--- src/rtl/i2d_core_defines.sv ---
// Shared core definitions: operand source selects and the register address width.
// The enum encodings are kept stable because older decode logic depends on them.
package i2d_core_defines;

    localparam int RADDR_DEFAULT = 5;

    typedef enum logic [1:0] {
        OPMUX_A_RA = 2'd0,
        OPMUX_A_PC = 2'd1,
        OPMUX_A_WB = 2'd2
    } opmux_a_t;

    typedef enum logic [1:0] {
        OPMUX_B_RB  = 2'd0,
        OPMUX_B_PC  = 2'd1,
        OPMUX_B_IMM = 2'd2,
        OPMUX_B_WB  = 2'd3
    } opmux_b_t;

endpackage

--- src/rtl/core_fwd_select.sv ---
// Forwarding priority match for one register operand.
// Slot 0 is the youngest write and wins over every older slot; register 0 never forwards.
module core_fwd_select #(
    parameter int XLEN  = 32,
    parameter int NFWD  = 2,
    parameter int RADDR = 5
) (
    input  logic [RADDR-1:0]      addr,
    input  logic [XLEN-1:0]       rf_data,
    input  logic [NFWD-1:0]       fwd_valid,
    input  logic [NFWD-1:0]       fwd_pending,
    input  logic [NFWD*RADDR-1:0] fwd_addr,
    input  logic [NFWD*XLEN-1:0]  fwd_data,
    output logic [XLEN-1:0]       data,
    output logic                  pending
);

    // Walk from the oldest slot to the youngest so the youngest match is the last one written
    always_comb begin
        data    = rf_data;
        pending = 1'b0;
        for (int i = NFWD - 1; i >= 0; i--) begin
            if ((addr != '0) && fwd_valid[i] && (fwd_addr[i*RADDR +: RADDR] == addr)) begin
                data    = fwd_data[i*XLEN +: XLEN];
                pending = fwd_pending[i];
            end
        end
    end

endmodule

--- src/rtl/core_operand_stage.sv ---
// Operand stage: resolves forwarding, selects operand sources, detects load-use hazards
// and holds the operand pair in a single-entry valid/ready register towards execute.
module core_operand_stage
    import i2d_core_defines::*;
#(
    parameter int XLEN  = 32,
    parameter int NFWD  = 2,
    parameter int RADDR = RADDR_DEFAULT
) (
    input  logic                  clk,
    input  logic                  rst,
    input  logic                  flush,
    input  logic                  id_valid,
    output logic                  id_ready,
    input  opmux_a_t              opmux_a,
    input  opmux_b_t              opmux_b,
    input  logic [RADDR-1:0]      rega_addr,
    input  logic [RADDR-1:0]      regb_addr,
    input  logic [XLEN-1:0]       rega_data,
    input  logic [XLEN-1:0]       regb_data,
    input  logic [XLEN-1:0]       imm,
    input  logic [XLEN-1:0]       id_pc,
    input  logic [NFWD-1:0]       fwd_valid,
    input  logic [NFWD-1:0]       fwd_pending,
    input  logic [NFWD*RADDR-1:0] fwd_addr,
    input  logic [NFWD*XLEN-1:0]  fwd_data,
    output logic                  ex_valid,
    input  logic                  ex_ready,
    output logic [XLEN-1:0]       operand_a,
    output logic [XLEN-1:0]       operand_b,
    output logic                  hazard
);

    logic [XLEN-1:0] res_a;
    logic [XLEN-1:0] res_b;
    logic [XLEN-1:0] wb_data;
    logic [XLEN-1:0] next_a;
    logic [XLEN-1:0] next_b;
    logic            pend_a;
    logic            pend_b;
    logic            accept;

    core_fwd_select #(
        .XLEN  (XLEN),
        .NFWD  (NFWD),
        .RADDR (RADDR)
    ) u_fwd_a (
        .addr        (rega_addr),
        .rf_data     (rega_data),
        .fwd_valid   (fwd_valid),
        .fwd_pending (fwd_pending),
        .fwd_addr    (fwd_addr),
        .fwd_data    (fwd_data),
        .data        (res_a),
        .pending     (pend_a)
    );

    core_fwd_select #(
        .XLEN  (XLEN),
        .NFWD  (NFWD),
        .RADDR (RADDR)
    ) u_fwd_b (
        .addr        (regb_addr),
        .rf_data     (regb_data),
        .fwd_valid   (fwd_valid),
        .fwd_pending (fwd_pending),
        .fwd_addr    (fwd_addr),
        .fwd_data    (fwd_data),
        .data        (res_b),
        .pending     (pend_b)
    );

    // The oldest slot doubles as the writeback bypass, taken regardless of its valid bit
    assign wb_data = fwd_data[(NFWD-1)*XLEN +: XLEN];

    // Operand source muxes; the unused A encoding falls back to the resolved register
    always_comb begin
        next_a = res_a;
        next_b = res_b;
        case (opmux_a)
            OPMUX_A_RA: next_a = res_a;
            OPMUX_A_PC: next_a = id_pc;
            OPMUX_A_WB: next_a = wb_data;
            default:    next_a = res_a;
        endcase
        case (opmux_b)
            OPMUX_B_RB:  next_b = res_b;
            OPMUX_B_PC:  next_b = id_pc;
            OPMUX_B_IMM: next_b = imm;
            OPMUX_B_WB:  next_b = wb_data;
            default:     next_b = res_b;
        endcase
    end

    // Load-use stall: only operands actually read from a register can wait on a pending slot
    assign hazard = id_valid &&
                    (((opmux_a == OPMUX_A_RA) && (rega_addr != '0) && pend_a) ||
                     ((opmux_b == OPMUX_B_RB) && (regb_addr != '0) && pend_b));

    assign id_ready = rst && !flush && !hazard && (!ex_valid || ex_ready);
    assign accept   = id_valid && id_ready;

    // Pipeline register: reset, then flush, then accept, then consume, otherwise hold
    always_ff @(posedge clk) begin
        if (!rst) begin
            ex_valid  <= 1'b0;
            operand_a <= '0;
            operand_b <= '0;
        end else if (flush) begin
            ex_valid <= 1'b0;
        end else if (accept) begin
            ex_valid  <= 1'b1;
            operand_a <= next_a;
            operand_b <= next_b;
        end else if (ex_ready) begin
            ex_valid <= 1'b0;
        end
    end

endmodule

--- config.mk ---
export PLATFORM = sky130hd
export DESIGN_NAME = core_operand_stage
export DESIGN_NICKNAME = d
export VERILOG_FILES = /design/src/rtl/i2d_core_defines.sv /design/src/rtl/core_fwd_select.sv /design/src/rtl/core_operand_stage.sv
export SDC_FILE = /design/constraint.sdc
export NUM_CORES = 1
export LEC_CHECK = 0
export BUFFER_PORTS_ARGS = -buffer_cell sky130_fd_sc_hd__buf_2
export CAP_MARGIN = 0
export CORE_ASPECT_RATIO = 1.75
export CORE_MARGIN = 1
export CORE_UTILIZATION = 45
export CTS_CLUSTER_SIZE = 12
export DETAILED_ROUTE_END_ITERATION = 12
export PLACE_DENSITY = 0.79
export SLEW_MARGIN = 15
export SYNTH_ARGS = -nofsm -noshare
export SYNTH_HDL_FRONTEND = slang
export SYNTH_HIERARCHICAL = 1
export SYNTH_SLANG_ARGS = --single-unit
--- constraint.sdc ---
create_clock -name clk -period 6.5 [get_ports clk]
set_clock_uncertainty 0.2 [all_clocks]
set_input_delay 1.3 -clock clk [delete_from_list [all_inputs] [get_ports clk]]
set_output_delay 1.3 -clock clk [all_outputs]
set_load 0.05 [all_outputs]
After elaboration in Yosys (flattened, before gate mapping). Cells that the tools add are included.

Equality and inequality tests: 9. Muxes and demuxes: 12. Bitwise logic cells: 2. Reductions and logical operators: 29.

Operators by type and width (number): 32-bit 2-to-1 mux (4); 32-bit case mux with 4 select lines (1); 32-bit case mux with 2 select lines (1); 5-bit equality test (4); 1-bit logical AND (17); 5-bit nonzero test (2); 2-bit equality test (second input constant) (3); 1-bit 2-to-1 mux (6); 2-bit by 1-bit equality test with 1-bit output (second input constant) (2); 2-bit zero test (2); 1-bit zero test (3); 1-bit logical OR (2); 1-bit inverter (2); 2-bit AND reduction (1); 2-bit nonzero test (1); 2-bit OR reduction (1).

Register bits: 65. Input bits: 225. Output and inout bits: 67. Logic and storage cells: 55.

Longest topological paths before layout. Gate-level depths: netlist of the first run.

Word-level depth: 13. Depth in mapped cells: 11. Depth with buffers taken out: 7.

Modules after synthesis. The synthesis of the first run kept the hierarchy.

Modules (own cells, without submodules): core_operand_stage (times used 1, cells each 411, area an instance 3887.5 µm², seq. area each 1301.2 µm²); core_fwd_select (times used 2, cells each 173, area an instance 987.2 µm², seq. area each 0.0 µm²).

Least setup slack after synthesis of the first run. Ideal clock, no wire load.

Path type: input-to-output. From: input port rega_addr[0]. To: output port id_ready. Data arrival time: 3372 ps. Required time: 5000 ps. Slack: 1628 ps. Cell stages on the path: 9. Path buffers: 2. Path through: buf_2 -> xnor2_1 -> nand4_1 -> or2_1 -> buf_4 -> a41o_1 -> o211ai_2 -> nand2_1 -> a21oi_1.

Cells in the longest elaborated chain, start to end: 11. Elaborated cells between the ends (all ways): 16. Classes of those cells: eq/ne (2); mux (2); reduce/logical (12).

Ends and longest elaborated chain: start: declaration (RTL line core_operand_stage.sv:17) `input logic [RADDR-1:0] rega_addr,`; 5-bit nonzero test (RTL line core_fwd_select.sv:23) `if ((addr != '0) && fwd_valid[i] && (fwd_addr[i*RADDR +: RADDR] == addr)) begin`; 1-bit logical AND (2 in a row) (RTL line core_fwd_select.sv:23); 1-bit 2-to-1 mux (RTL line core_fwd_select.sv:23); 1-bit 2-to-1 mux * (RTL line core_fwd_select.sv:23); via pend_a (RTL line core_operand_stage.sv:39) `logic pend_a;`; 1-bit logical AND * (RTL line core_operand_stage.sv:97) `(((opmux_a == OPMUX_A_RA) && (rega_addr != '0) && pend_a) ||`; 1-bit logical OR * (RTL line core_operand_stage.sv:97); 1-bit logical AND * (RTL line core_operand_stage.sv:96) `assign hazard = id_valid &&`; 1-bit zero test * (RTL line core_operand_stage.sv:100) `assign id_ready = rst && !flush && !hazard && (!ex_valid || ex_ready);`; 1-bit logical AND * (2 in a row) (RTL line core_operand_stage.sv:100); end: declaration (RTL line core_operand_stage.sv:14) `output logic id_ready,`.

The timed path passes the listed nets; every way through them passes the cells marked *.

Worst setup path in the final report of the first run.
From: input port regb_addr[0]. To: output port hazard.

Cells in the longest elaborated chain, start to end: 8. Elaborated cells between the ends (all ways): 13. Classes of those cells: eq/ne (2); mux (2); reduce/logical (9).

Ends and longest elaborated chain: start: declaration (RTL line core_operand_stage.sv:18) `input logic [RADDR-1:0] regb_addr,`; 5-bit nonzero test (RTL line core_fwd_select.sv:23); 1-bit logical AND (2 in a row) (RTL line core_fwd_select.sv:23); 1-bit 2-to-1 mux (RTL line core_fwd_select.sv:23); 1-bit 2-to-1 mux * (RTL line core_fwd_select.sv:23); via pend_b (RTL line core_operand_stage.sv:40) `logic pend_b;`; 1-bit logical AND * (RTL line core_operand_stage.sv:98) `((opmux_b == OPMUX_B_RB) && (regb_addr != '0) && pend_b));`; 1-bit logical OR * (RTL line core_operand_stage.sv:97); 1-bit logical AND * (RTL line core_operand_stage.sv:96); end: declaration (RTL line core_operand_stage.sv:31) `output logic hazard`.

Marked as above.

==> results of run 1 <==
==> stage by stage <==
| stage | util (%) | hold WS (ps) |
|---|---|---|
| after floorplan | - | 477 |
| after global placement | 57.6 | 241 |
| after detailed placement | 57.6 | 249 |
| after CTS | 60.2 | 255 |
| after global routing | 60.3 | 275 |
| final | 60.3 | 254 |
==> path summary, 6_finish.rpt <==
kind | from | to | slack, ps | cells past startpoint
max | regb_addr[0] | hazard | 1260 | 10
min | operand_b[26]$_SDFFE_PN0P_ | operand_b[26]$_SDFFE_PN0P_ | 250 | 2
max reg2reg | ex_valid$_SDFFE_PP0P_ | operand_a[3]$_SDFFE_PN0P_ | 4150 | 5
min reg2reg | operand_b[26]$_SDFFE_PN0P_ | operand_b[26]$_SDFFE_PN0P_ | 250 | 2
==> cell usage in the layout (no fill, tap or decap), drive strengths merged, types with 2 or more instances in the layout <==
| cell type | n |
|---|---|
| nor3 | 66 |
| nand2b | 3 |
| nand2 | 129 |
| or4 | 4 |
| inv | 4 |
| dfxtp | 65 |
| a22oi | 32 |
| nand4 | 4 |
| clkbuf | 9 |
| nand3 | 65 |
| mux4 | 32 |
| buf | 309 |
| xnor2 | 20 |
| or2 | 2 |
| a21oi | 2 |
| diode | 4 |
| a31oi | 64 |
| mux2i | 64 |
| o211a | 2 |
| ha | 3 |
| o21ai | 96 |
| and4 | 2 |
| bufinv | 2 |
| o211ai | 6 |
| a41o | 2 |
| clkinv | 4 |
==> final cells by class <==
type | count | area [µm²]
fill | 1277 | 4990
multi-input combinational | 601 | 4120
timing repair buffer | 309 | 1590
sequential | 65 | 1300
clock buffer | 9 | 225
tap | 168 | 210
clock inverter | 7 | 95.1
inverter | 4 | 15.0
antenna | 4 | 10.0
==> per-layer routing <==
layer  part of all wire (%)  GRT usage, %
met4                    5.9          23.2
met2                     51          59.4
met5                  0.055             0
met1                     34          37.7
met3                    9.4          6.16
==> flip-flops by register name, indices dropped and copies added, names as in the netlist <==
| register | cells |
|---|---|
| operand_b | 32 |
| operand_a | 32 |
| ex_valid | 1 |
==> power by group through the flow <==
stage | registers (mW) | logic (mW) | clock network, mW
2_1_floorplan | 0.522 | 0.228 | 0
3_3_place_gp | 0.442 | 0.469 | 0
3_5_place_dp | 0.442 | 0.475 | 0
4_1_cts | 0.434 | 0.476 | 0.536
5_1_grt | 0.436 | 0.515 | 0.556
6_report | 0.434 | 0.483 | 0.527
==> worst reg2reg max path: cells and delay by family, from the launching register on <==
kind	cells	cell delay, ps
flip-flops	1	310
buffers and inverters	1	540
multiplexers	1	210
AND/OR/NAND/NOR	3	960
==> kinds of logic (layout without fill, tap and decap cells) <==
group	after synthesis	in the layout	synth area share, %
adder cells (fa/ha/maj)	3	3	0.640
buffers and inverters	91	329	8.00
AND/OR/NAND/NOR	278	278	21.7
other	0	4	0
multiplexers	96	96	23.2
XOR/XNOR	20	20	2.99
flip-flops	65	65	22.2
AO/OA/AOI/OAI	204	204	21.3
==> impl_summary.md, run 1 <==
Place
The number of buffers added on ports is 291. Once placement finished, the instance area stood at roughly 7200 µm². The HPWL after detailed placement is ~17 mm. Before CTS, the worst setup slack after placement is ~1300 ps. The final weighted congestion in routability-driven placement is around 0.88. The count of placed standard cells including taps is roughly 1,100.

Clocking
No sink is reached through more buffers than the 2 on the longest clock path. The clock tree synthesis step divided the H-tree into 3 levels. The CTS tree is built. Clock tree synthesis found a total of 65 sinks. The clock buffer count from CTS is 9. The number of post-CTS setup repair buffers is 0.

The tree is rooted in a clkbuf_16. In this run, post-CTS hold repair placed 0 buffers. The clock-pin slew on the worst setup and hold paths is around 60 ps. At the later pin of the worst-skew pair, clock insertion delay measures approximately 330 ps. The post-cts resize count is 0.

Drt
The via count is ~7,300. The post-route DRC violation count is 0. The first-iteration detailed-routing DRC count is between 500 and 600. Before antenna repair, the detailed router went through 6 iterations. Using the TritonRoute via totals, the vias-per-cell ratio works out to between 6 and 7. The post-detailed-route count of antenna-violating nets is 0. In the final routed layout, each cell accounts on average for just over 20 µm. The final wirelength is 23.5 mm.

Die
The die height is 153 µm. The boundary pin count is around 290. From left edge to right edge, the die measures approximately 88 µm. The die covers 13,500 µm². The floorplan has 54 rows. The core footprint is 12,600 µm².

For this configuration, the core starts out at a cell density of around 47%.

STA
Setup violations remaining at the end of the flow were counted as 0. The final number of max-transition violations came to 0. Setup repair after global routing left no endpoint under its margin. The hold violation total from the final report is 0.

Based on the critical path, the design can be clocked at up to 191 MHz. The final critical path time including I/O delays and setup is ~5200 ps. Adding up every negative setup slack in the final design gives 0 ps. The final clock period utilization by the worst path is between 80% and 90%. For the pin with the worst max-slew slack, the measured transition is 1080 ps. Across all setup checks in the final design, the least slack found is between 1000 and 1500 ps.

Measured against its own limit, the worst slew margin works out to 27.8%.

Global route
The maximum number of pins on one net before global-route repair is between 90 and 100. Across every metal layer, demand over resource in global routing totals a little over a third. The via count of the first global-routing pass is ~7,200. The global-route wire length before repair is approximately 36 mm. The number of antenna violations at the first check in global routing is 4. The total overflow reported by the global router is 0.

Cells and area
Once layout is complete, the cells apart from fillers number approximately 1,200. At the end of the flow, the number of nets in the layout was approximately 1,200. The area growth from synthesis to layout is 29.2%. The finished cells cover roughly 7600 µm². Of the cells placed in the final design, the portion with a size suffix greater than 1 is between 30% and 40%.

Power and ir drop
The switching power of the nets is 0.509 mW. The clock network power share is about 37%. In this run switching power makes up between 30% and 40% of total power. VDD sags by at most 106 µV. The share of total power dissipated in sequential elements is around 30%.

The internal power of the cells is around 0.93 mW. The power density over the cells is 191 nW/µm². For this design the static power due to leakage is roughly 3.5 nW. Per report_power, the combinational group accounts for between 30% and 40% of the total.

Summing internal, switching and leakage power gives ~1.4 mW.

Synth
nand2_1 is the most common cell in the netlist. The most used flip-flop cell after synthesis is dfxtp_1. After synthesis the cells add up to slightly below 6000 µm².

Synthesis instantiated 31 different standard cells from the library. The fraction of synthesis flops using an asynchronous set or reset pin is 0%. dfxtp_1 takes more of the synthesized area than any other cell.

The commonest cells after synthesis are 129 x nand2_1, 74 x o21ai_0, 66 x nor3_1, 65 x dfxtp_1, 65 x nand3_1. Counting flops and latches in the post-synthesis netlist gives 65. Ranked by total cell area, the synthesized netlist is headed by dfxtp_1 22%, mux4_2 12%, mux2i_1 11%.

The average footprint of a synthesized cell is ~7.7 µm². The number of warnings issued by yosys is 6. Yosys mapped a number of flops with a built-in enable equal to 0. The number of cells produced by synthesis is 757.

For this run, the register share of the synthesized area comes to between 20 and 25%. The net count of the mapped netlist is 985. The top cell type's share of synthesized area is 22.2%.

Setup path
The category of cells accounting for the largest share of critical-path delay is simple AND/OR/NAND/NOR gates. The highest cell delay on the worst timing path is about 640 ps. Of all nets on the critical path, the largest fanout is 18. The number of buffers and inverters on the critical path is 3.

The arrival time reported for the critical path endpoint is approximately 3700 ps. The setup path with the least slack is of type in2out. STA classifies the critical path endpoint as a primary output. On the critical path, the stage with the largest delay is an instance of nand4_1. By instance count, the cell type seen most on the critical path is buf_2. The critical path launch point type is an input pin. Walking the worst path, the cells encountered are buf_2 -> xnor2_1 -> nand4_1 -> buf_4 -> nor3_1 -> a41o_1 -> o211ai_2 -> nand2_1 -> and2_1 -> buf_2. The required time of the critical path is ~5000 ps.

Hold path
The worst hold path belongs to the class reg2reg.

Status
The flow ran to the end, and the final reports show no timing, DRC or antenna violations.

Flow run
Across the run, the number of max-cap violations was 0.
Note: power is estimated with default switching activity, not from simulation.
==> run 2: changes to the inputs <==
--- a/config.mk
+++ b/config.mk
@@ -5,6 +5,7 @@
 export SDC_FILE = /design/constraint.sdc
 export NUM_CORES = 1
 export LEC_CHECK = 0
+export ABC_AREA = 1
 export BUFFER_PORTS_ARGS = -buffer_cell sky130_fd_sc_hd__buf_2
 export CAP_MARGIN = 0
 export CORE_ASPECT_RATIO = 1.75
@@ -12,7 +13,7 @@
 export CORE_UTILIZATION = 45
 export CTS_CLUSTER_SIZE = 12
 export DETAILED_ROUTE_END_ITERATION = 12
-export PLACE_DENSITY = 0.79
+export PLACE_DENSITY = 0.76
 export SLEW_MARGIN = 15
 export SYNTH_ARGS = -nofsm -noshare
 export SYNTH_HDL_FRONTEND = slang
==> constraint.sdc (replaced) <==
create_clock -name clk -period 5.1 [get_ports clk]
set_clock_uncertainty 0.2 [all_clocks]
set_input_delay 1.02 -clock clk [delete_from_list [all_inputs] [get_ports clk]]
set_output_delay 1.02 -clock clk [all_outputs]
set_load 0.05 [all_outputs]
==> run 2 against run 1 <==
Die area up 18%; first-iteration DRC count down 0.36%; sequential cell count unchanged; global-route usage up 5.4 points; highest routed layer unchanged; sequential power up 27%; cell area up 13%; critical path type unchanged; core utilization down 2.8 points.
==> impl_summary.md, run 2 <==
Clocking
The later-pin clock latency in the skew report is 320 ps (about the same). The post-cts resize count was 0 (unchanged). The maximum buffer depth of the clock tree was 2 (unchanged).

The number of post-CTS setup repair buffers is 0 (unchanged). The CTS tree is built. The root buffer cell is clkbuf_16. The level count of the clock H-tree is 3 (unchanged). The clock buffer count from CTS is 9 (unchanged). The hold buffer count at CTS is 0 (unchanged).

The clock-pin slew on the worst setup and hold paths came to 50 ps (about the same). The number of sinks on the clock net is 65 (unchanged).

Power and ir drop
The worst supply voltage drop on vdd is 203 µV (+92%). The internal power of the cells came to 1.13 mW (+21%). The power consumption is 1.84 mW (+27%). The share of power burned in registers is 30.0% (about the same). The static leakage power is 5.41 nW (+54%).

The switching fraction of total power is 38.5% (+3.3 points). The switching power of the nets was 0.709 mW (+39%). The clock network power share is 33.6% (-2.9 points). The portion of total power attributed to combinational logic came to 36.4% (+2.9 points). The power density over the cells came to 215 nW/µm² (+13%).

Synth
The register area share after synthesis came to 18.8% (-3.4 points). After synthesis, the most frequently instantiated cells are 525 x nand2_1, 239 x inv_1, 182 x nor2_1, 175 x nand3_1, 65 x dfxtp_1. The post-synthesis cell type count is 26 (-16%). Yosys attributes the largest share of cell area to nand2_1 28%, dfxtp_1 19%, inv_1 13%. The fraction of synthesis flops using an asynchronous set or reset pin was 0% (unchanged). The number of cells produced by synthesis is 1,377 (+82%). Summed over all instances, the cell type with the most area after synthesis is nand2_1.

The number of warnings issued by yosys was 6 (unchanged). The net count of the mapped netlist is 1,605 (+63%). The number of enable-type register cells in the synthesized netlist is 0 (unchanged). The top cell type's share of synthesized area is 28.5% (+6.3 points). The most used flip-flop cell after synthesis is dfxtp_1. The average footprint of a synthesized cell is 5.02 µm² (-35%). The summed instance area of the synthesized netlist is 6920 µm² (+18%).

The total of flip-flops plus latches after synthesis is 65 (unchanged). The cell with the most instances after synthesis is nand2_1.

Global route
The via count of the first global-routing pass is 8,958 (+25%). The met3 demand-to-capacity share in global routing came to 12.1% (+6.0 points). The met2 demand-to-capacity share in global routing is 68.3% (+8.9 points). The total overflow reported by the global router is 0 (unchanged). The global-route wire length before repair is 47.3 mm (+32%).

The maximum number of pins on one net before global-route repair is 120 (+21%). The met1 global-route usage is 36.7% (-1.1 points). The global-route usage over all layers was 40.1% (+5.4 points). The global routing stage identified its most utilized layer as met2. The number of antenna violations at the first check in global routing is 7 (+3).

Hold path
The number of cells on the worst hold path is 4 (+2). The destination of the worst hold path is operand_a[10]$_SDFFE_PN0P_. In this run the most critical hold path is launched from operand_a[10]$_SDFFE_PN0P_. The type of the most critical hold path is reg2reg.

Flow run
The number of max-cap violations is 0 (unchanged).

STA
The final clock period utilization by the worst path is ~85%. The hold violation total from the final report came to 0 (unchanged). The setup total negative slack is 0 ps (unchanged). The highest achievable clock rate is around 230 MHz. The relative max-transition margin is 44.1% (+16 points).

Setup repair after global routing left no endpoint under its margin. The actual transition at the worst max-transition pin is 836 ps (-247 ps). The final number of max-transition violations came to 0 (unchanged).

The number of failing setup endpoints in the final timing report is 0 (unchanged). Counting I/O delays and the setup requirement, the final critical path takes between 4000 and 5000 ps.

Setup path
The worst setup path is captured at a primary output. The arrival time reported for the critical path endpoint is 3110 ps (-630 ps). The startpoint identified for the worst register-to-register timing path is ex_valid$_SDFFE_PP0P_. The endpoint identified for the worst register-to-register timing path is operand_a[14]$_SDFFE_PN0P_. The worst setup path is launched from an input pin. The largest driver fanout on the critical path came to 33 (+15). The critical path launch point is rega_addr[4]. The register-to-register setup slack is 2890 ps (-1260 ps). The required time of the critical path came to 3880 ps (-1120 ps). The length in cells of the worst reg-to-reg path was 7 (+2). The type of the setup path with the least slack is in2out.

Die
The total die area is 15,900 µm² (+18%). The boundary pin count came to 292 (unchanged). The core footprint was 14,900 µm² (+19%). The initial cell density of the core was 46.4% (-0.25 points). The die height is 166 µm (+8.5%).

The x dimension of the die was 95.7 µm (+8.4%). The number of placement rows is 59 (+9.3%).

Drt
The post-route DRC violation count is 0 (unchanged). The first-iteration detailed-routing DRC count came to 548 (-0.36%). The total iterations of the first detailed-routing run was 5 (-1). The post-detailed-route count of antenna-violating nets is 0 (unchanged). The average wire per standard cell is 17.5 µm (-13%). The via count is 9,459 (+29%). The via density per instance was 5.23 (-16%). The final wirelength is 31.7 mm (+35%).

Place
The number of buffers added on ports is 291 (unchanged). The count of placed standard cells including taps was 1,786 (+56%). The HPWL after detailed placement is 23.9 mm (+44%). The final weighted congestion in routability-driven placement is 1.05 (+20%).

Cells and area
The most frequent standard cell in the layout excluding fill and tap cells is nand2_1. Compared with the post-synthesis result, the final layout area differs by 23.9%. The library cells used most frequently in the layout, excluding fill and tap cells, are 525 x nand2_1, 291 x buf_2, 239 x inv_1. The ratio of cells with drive above 1 in the final layout came to 21.6% (-15 points).

In the final layout, the registers with the most flip-flops are operand_a: 32 flops, operand_b: 32 flops, ex_valid: 1 flops. The final net count was 1,842 (+51%). The post-route non-filler standard cell count was 1,807 (+55%).

Status
The flow ran to the end, and the final reports show no timing, DRC or antenna violations.
==> run 2: changes by cell type after synthesis, moves of 64 or more <==
| cell | delta |
|---|---|
| nand3_1 | +110 |
| o21ai_0 | -74 |
| inv_1 | +235 |
| mux2i_1 | -64 |
| nor3_1 | -65 |
| nand2_1 | +396 |
| nor2_1 | +181 |
==> run 2: cell type report <==
class	instances	area [µm²]
fill	1647	6340
multi-input combinational	977	4190
timing repair buffer	307	1590
sequential	65	1300
inverter	254	953
clock buffer	11	243
tap	183	229
clock inverter	5	55.1
antenna	5	12.5
==> run 2: stage by stage <==
step           cell area, µm²  util (%)  hold WS (ps)  setup slack [ps]
2_1_floorplan            6920         -           523               577
3_3_place_gp             8260      55.4           295               777
3_5_place_dp             8260      55.4           297               795
4_1_cts                  8560      57.4           308               784
5_1_grt                  8570      57.5           339               530
6_report                 8570      57.5           308               771
==> run 2: kinds of logic after synthesis <==
group | after synthesis | synth area share (%)
simple gates | 931 | 55.9
buf+inv | 335 | 20.6
flops | 65 | 18.8
compound gates | 39 | 3.62
xor+xnor | 4 | 0.506
fa+ha+maj | 3 | 0.543
==> run 2: layer usage <==
layer	vias to the layer above	share of wire [%]
met5	-	0.076
met4	4	11
met3	176	9.8
met2	553	48
met1	4117	31
li1	4609	-
==> run 2: power groups by stage <==
stage	Sequential [mW]	Clock, mW	Combinational (mW)
after floorplan	0.656	0	0.308
after global placement	0.561	0	0.648
after detailed placement	0.562	0	0.650
after CTS	0.551	0.626	0.653
after global routing	0.554	0.646	0.725
final	0.551	0.619	0.670
==> run 2: how the worst max path moves through the flow <==
stage / endpoint / slack (ps)
final: id_ready / 770
after global placement: id_ready / 780
after global routing: id_ready / 530
after CTS: id_ready / 780
after floorplan: id_ready / 580
after detailed placement: id_ready / 790
==> run 2: critical path, stage by stage <==
cell     delay (ps)
buf_2           110
inv_1           130
nand2_1          80
nor2_2          190
nor2_4           70
nand2_4         310
nor2_2           60
nand2_1          60
nand2_1          50
nand2_1          60
inv_1            30
nand2_1          70
nand2_1          60
inv_1           290
nor2_1          110
nor3_1          130
buf_2           280
==> run 3: changes to the inputs <==
==> constraint.sdc (replaced) <==
create_clock -name clk -period 4.25 [get_ports clk]
set_clock_uncertainty 0.2 [all_clocks]
set_input_delay 0.85 -clock clk [delete_from_list [all_inputs] [get_ports clk]]
set_output_delay 0.85 -clock clk [all_outputs]
set_load 0.05 [all_outputs]
==> run 3 against run 2 <==
Register-to-register slack got worse by 890 ps; setup slack lost 340 ps; combinational power is 21% higher; final cell count rose by 0.28%; non-clock buffer count rose by 7; sequential share of layout area is 0.14 points lower; global-route usage grew 0.19 points; critical path depth stayed put; count of clock-buffer cells in the layout is 1 lower; power rose by 24%; highest routed layer is now met4.
==> impl_summary.md, run 3 (synthesized netlist as in run 2, its figures left out) <==
Global route
The number of antenna violations at the first check in global routing is 4 (-3). The global-route wire length before repair came to 47.6 mm (+0.63%). The global-route usage over all layers was 40.3% (+0.19 points). The maximum number of pins on one net before global-route repair came to 100 (-17%).

The via count of the first global-routing pass is 9,049 (+1.0%). The total overflow reported by the global router is 0 (unchanged).

Die
The die height is 166 µm (unchanged). The boundary pin count is 292 (unchanged). The x dimension of the die is 95.7 µm (unchanged). The core footprint is 14,900 µm² (unchanged). The number of placement rows is 59 (unchanged). The initial cell density of the core was 46.4% (unchanged).

The total die area came to 15,900 µm² (unchanged).

Status
The flow ran to the end, and the final reports show no timing, DRC or antenna violations.

Cells and area
The final net count is 1,849 (+0.38%). The number of filler cells placed in the layout is 1,660 (+0.79%). The post-route non-filler standard cell count came to 1,812 (+0.28%). The ratio of cells with drive above 1 in the final layout was 22.0% (+0.40 points). The multi-input combinational cell area is 4190 µm² (unchanged). In the layout the commonest cells are 525 x nand2_1, 291 x buf_2, 239 x inv_1. The synthesis-to-finish area growth is 25.1%. Leaving out fill and tap cells, the most frequent cell in the layout is nand2_1.

The area taken by flip-flops and latches is 1300 µm² (unchanged). The largest registers in the layout are operand_a: 32 flops, operand_b: 32 flops, ex_valid: 1 flops.

Setup path
The terminus of the critical flop-to-flop path is operand_b[20]$_SDFFE_PN0P_. The worst setup path is launched from an input pin. The startpoint identified for the worst register-to-register timing path is ex_valid$_SDFFE_PP0P_. Walking the worst path, the cells encountered are buf_2 -> inv_1 -> nand2_1 -> nor2_2 -> nor2_2 -> nand2_2 -> inv_2 -> nand2_1 -> nand2_1 -> nand2_1 -> inv_1 -> nand2_1 -> nand2_1 -> inv_1 -> nor2_1 -> nor3_1 -> buf_2. The category of cells accounting for the largest share of critical-path delay is simple AND/OR/NAND/NOR gates.

The sort of element at the end of the critical path is a primary output. The slowest stage of the critical path is the buf_2 cell. The number of stages on the worst setup path is 17 (unchanged). The highest cell delay on the worst timing path is 280 ps (-30 ps). The capture point of the worst path is id_ready. The register-to-register setup slack came to 2000 ps (-890 ps). The most numerous cell on the critical path is nand2_1. The worst setup path is of the in2out kind. The arrival time reported for the critical path endpoint was 2770 ps (-340 ps). The critical path launch point is rega_addr[4]. The critical path buffer and inverter count came to 6 (+1). The largest driver fanout on the critical path was 11 (-67%). The length in cells of the worst reg-to-reg path is 7 (unchanged). The required time of the critical path came to 3200 ps (-680 ps).

Drt
The final wirelength came to 31.5 mm (-0.45%). The post-route DRC violation count is 0 (unchanged). The first-iteration detailed-routing DRC count is 645 (+18%). The post-detailed-route count of antenna-violating nets is 0 (unchanged). The total iterations of the first detailed-routing run is 8 (+3). The via density per instance is 5.25 (+0.28%). The via count is 9,512 (+0.56%). The average wire per standard cell came to 17.4 µm (-0.72%).

Place
The HPWL after detailed placement is 23.8 mm (-0.41%). The number of buffers added on ports is 291 (unchanged). The count of placed standard cells including taps is 1,793 (+0.39%). The final weighted congestion in routability-driven placement was 1.01 (-3.8%).

STA
The worst path uses about nine tenths of the clock period. The hold violation total from the final report came to 0 (unchanged). The actual transition at the worst max-transition pin came to 841 ps (+5.26 ps). The final critical path time including I/O delays and setup is about 3800 ps. The highest achievable clock rate is between 200 and 300 MHz. The number of failing setup endpoints in the final timing report is 0 (unchanged). The final number of max-transition violations is 0 (unchanged). The setup total negative slack came to 0 ps (unchanged). Setup repair after global routing left no endpoint under its margin. The relative max-transition margin is 43.7% (-0.35 points).

Clocking
The CTS tree is built. The number of post-CTS setup repair buffers is 0 (unchanged). The clock buffer count from CTS came to 9 (unchanged).

The hold buffer count at CTS is 0 (unchanged). The number of sinks on the clock net is 65 (unchanged). The level count of the clock H-tree is 3 (unchanged).

The clock-pin slew on the worst setup and hold paths is 50 ps (about the same). The later-pin clock latency in the skew report was 320 ps (about the same). The post-cts resize count was 0 (unchanged). The maximum buffer depth of the clock tree is 2 (unchanged). In this run the clock root is driven by a clkbuf_16.

Power and ir drop
The worst supply voltage drop on vdd came to 311 µV (+53%). The static leakage power is 5.46 nW (+0.92%). The power density over the cells was 264 nW/µm² (+23%).

The power consumption came to 2.29 mW (+24%).

Hold path
In this run the worst hold path is classified as reg2reg.

Flow run
The number of max-cap violations is 0 (unchanged).
[run 3: worst min-delay path, cell delays in order (launching register included)]
cell	delay, ps
dfxtp_1	300
inv_1	50
nand2_1	40
nand2_1	50
nor2_1	30
[run 3: through the flow]
| stage | hold WS (ps) | util, % | worst slack (ps) | cell area (µm²) |
|---|---|---|---|---|
| after floorplan | 523 | - | 66.7 | 6920 |
| final | 310 | 58.0 | 429 | 8650 |
| after global placement | 296 | 55.8 | 428 | 8320 |
| after global routing | 341 | 58.0 | 148 | 8650 |
| after CTS | 310 | 58.0 | 413 | 8650 |
| after detailed placement | 298 | 55.8 | 418 | 8320 |
[run 3: per-layer routing]
layer	global-route usage (%)	wire, µm
met2	68.4	15200
met4	35.2	3310
met1	37.8	9630
met3	12.1	3360
met5	0	0
[run 3: where the power goes]
group          total, mW  internal, mW  leakage [nW]  switching [mW]
clock network      0.820         0.532         0.159           0.289
registers          0.661         0.643         0.531          0.0177
logic              0.808         0.249          4.77           0.558
[run 3: layout make-up]
| class | count | area share [%] |
|---|---|---|
| repair buffers | 314 | 19.0 |
| flip-flops and latches | 65 | 15.0 |
| diodes | 3 | 0.0868 |
| clock buffers | 10 | 2.76 |
| clock inverters | 6 | 1.04 |
| inverters | 254 | 11.0 |
| multi-input cells | 977 | 48.4 |
| well taps | 183 | 2.65 |
[run 3: worst min-delay path by stage]
| stage | startpoint | slack, ps | to | cells after the start |
|---|---|---|---|---|
| 2_1_floorplan | operand_b[11]$_SDFFE_PN0P_ | 520 | operand_b[11]$_SDFFE_PN0P_ | 4 |
| 3_3_place_gp | operand_a[4]$_SDFFE_PN0P_ | 300 | operand_a[4]$_SDFFE_PN0P_ | 4 |
| 3_5_place_dp | operand_b[23]$_SDFFE_PN0P_ | 300 | operand_b[23]$_SDFFE_PN0P_ | 4 |
| 4_1_cts | operand_b[23]$_SDFFE_PN0P_ | 310 | operand_b[23]$_SDFFE_PN0P_ | 4 |
| 5_1_grt | operand_a[12]$_SDFFE_PN0P_ | 340 | operand_a[12]$_SDFFE_PN0P_ | 4 |
| 6_report | operand_b[6]$_SDFFE_PN0P_ | 310 | operand_b[6]$_SDFFE_PN0P_ | 4 |
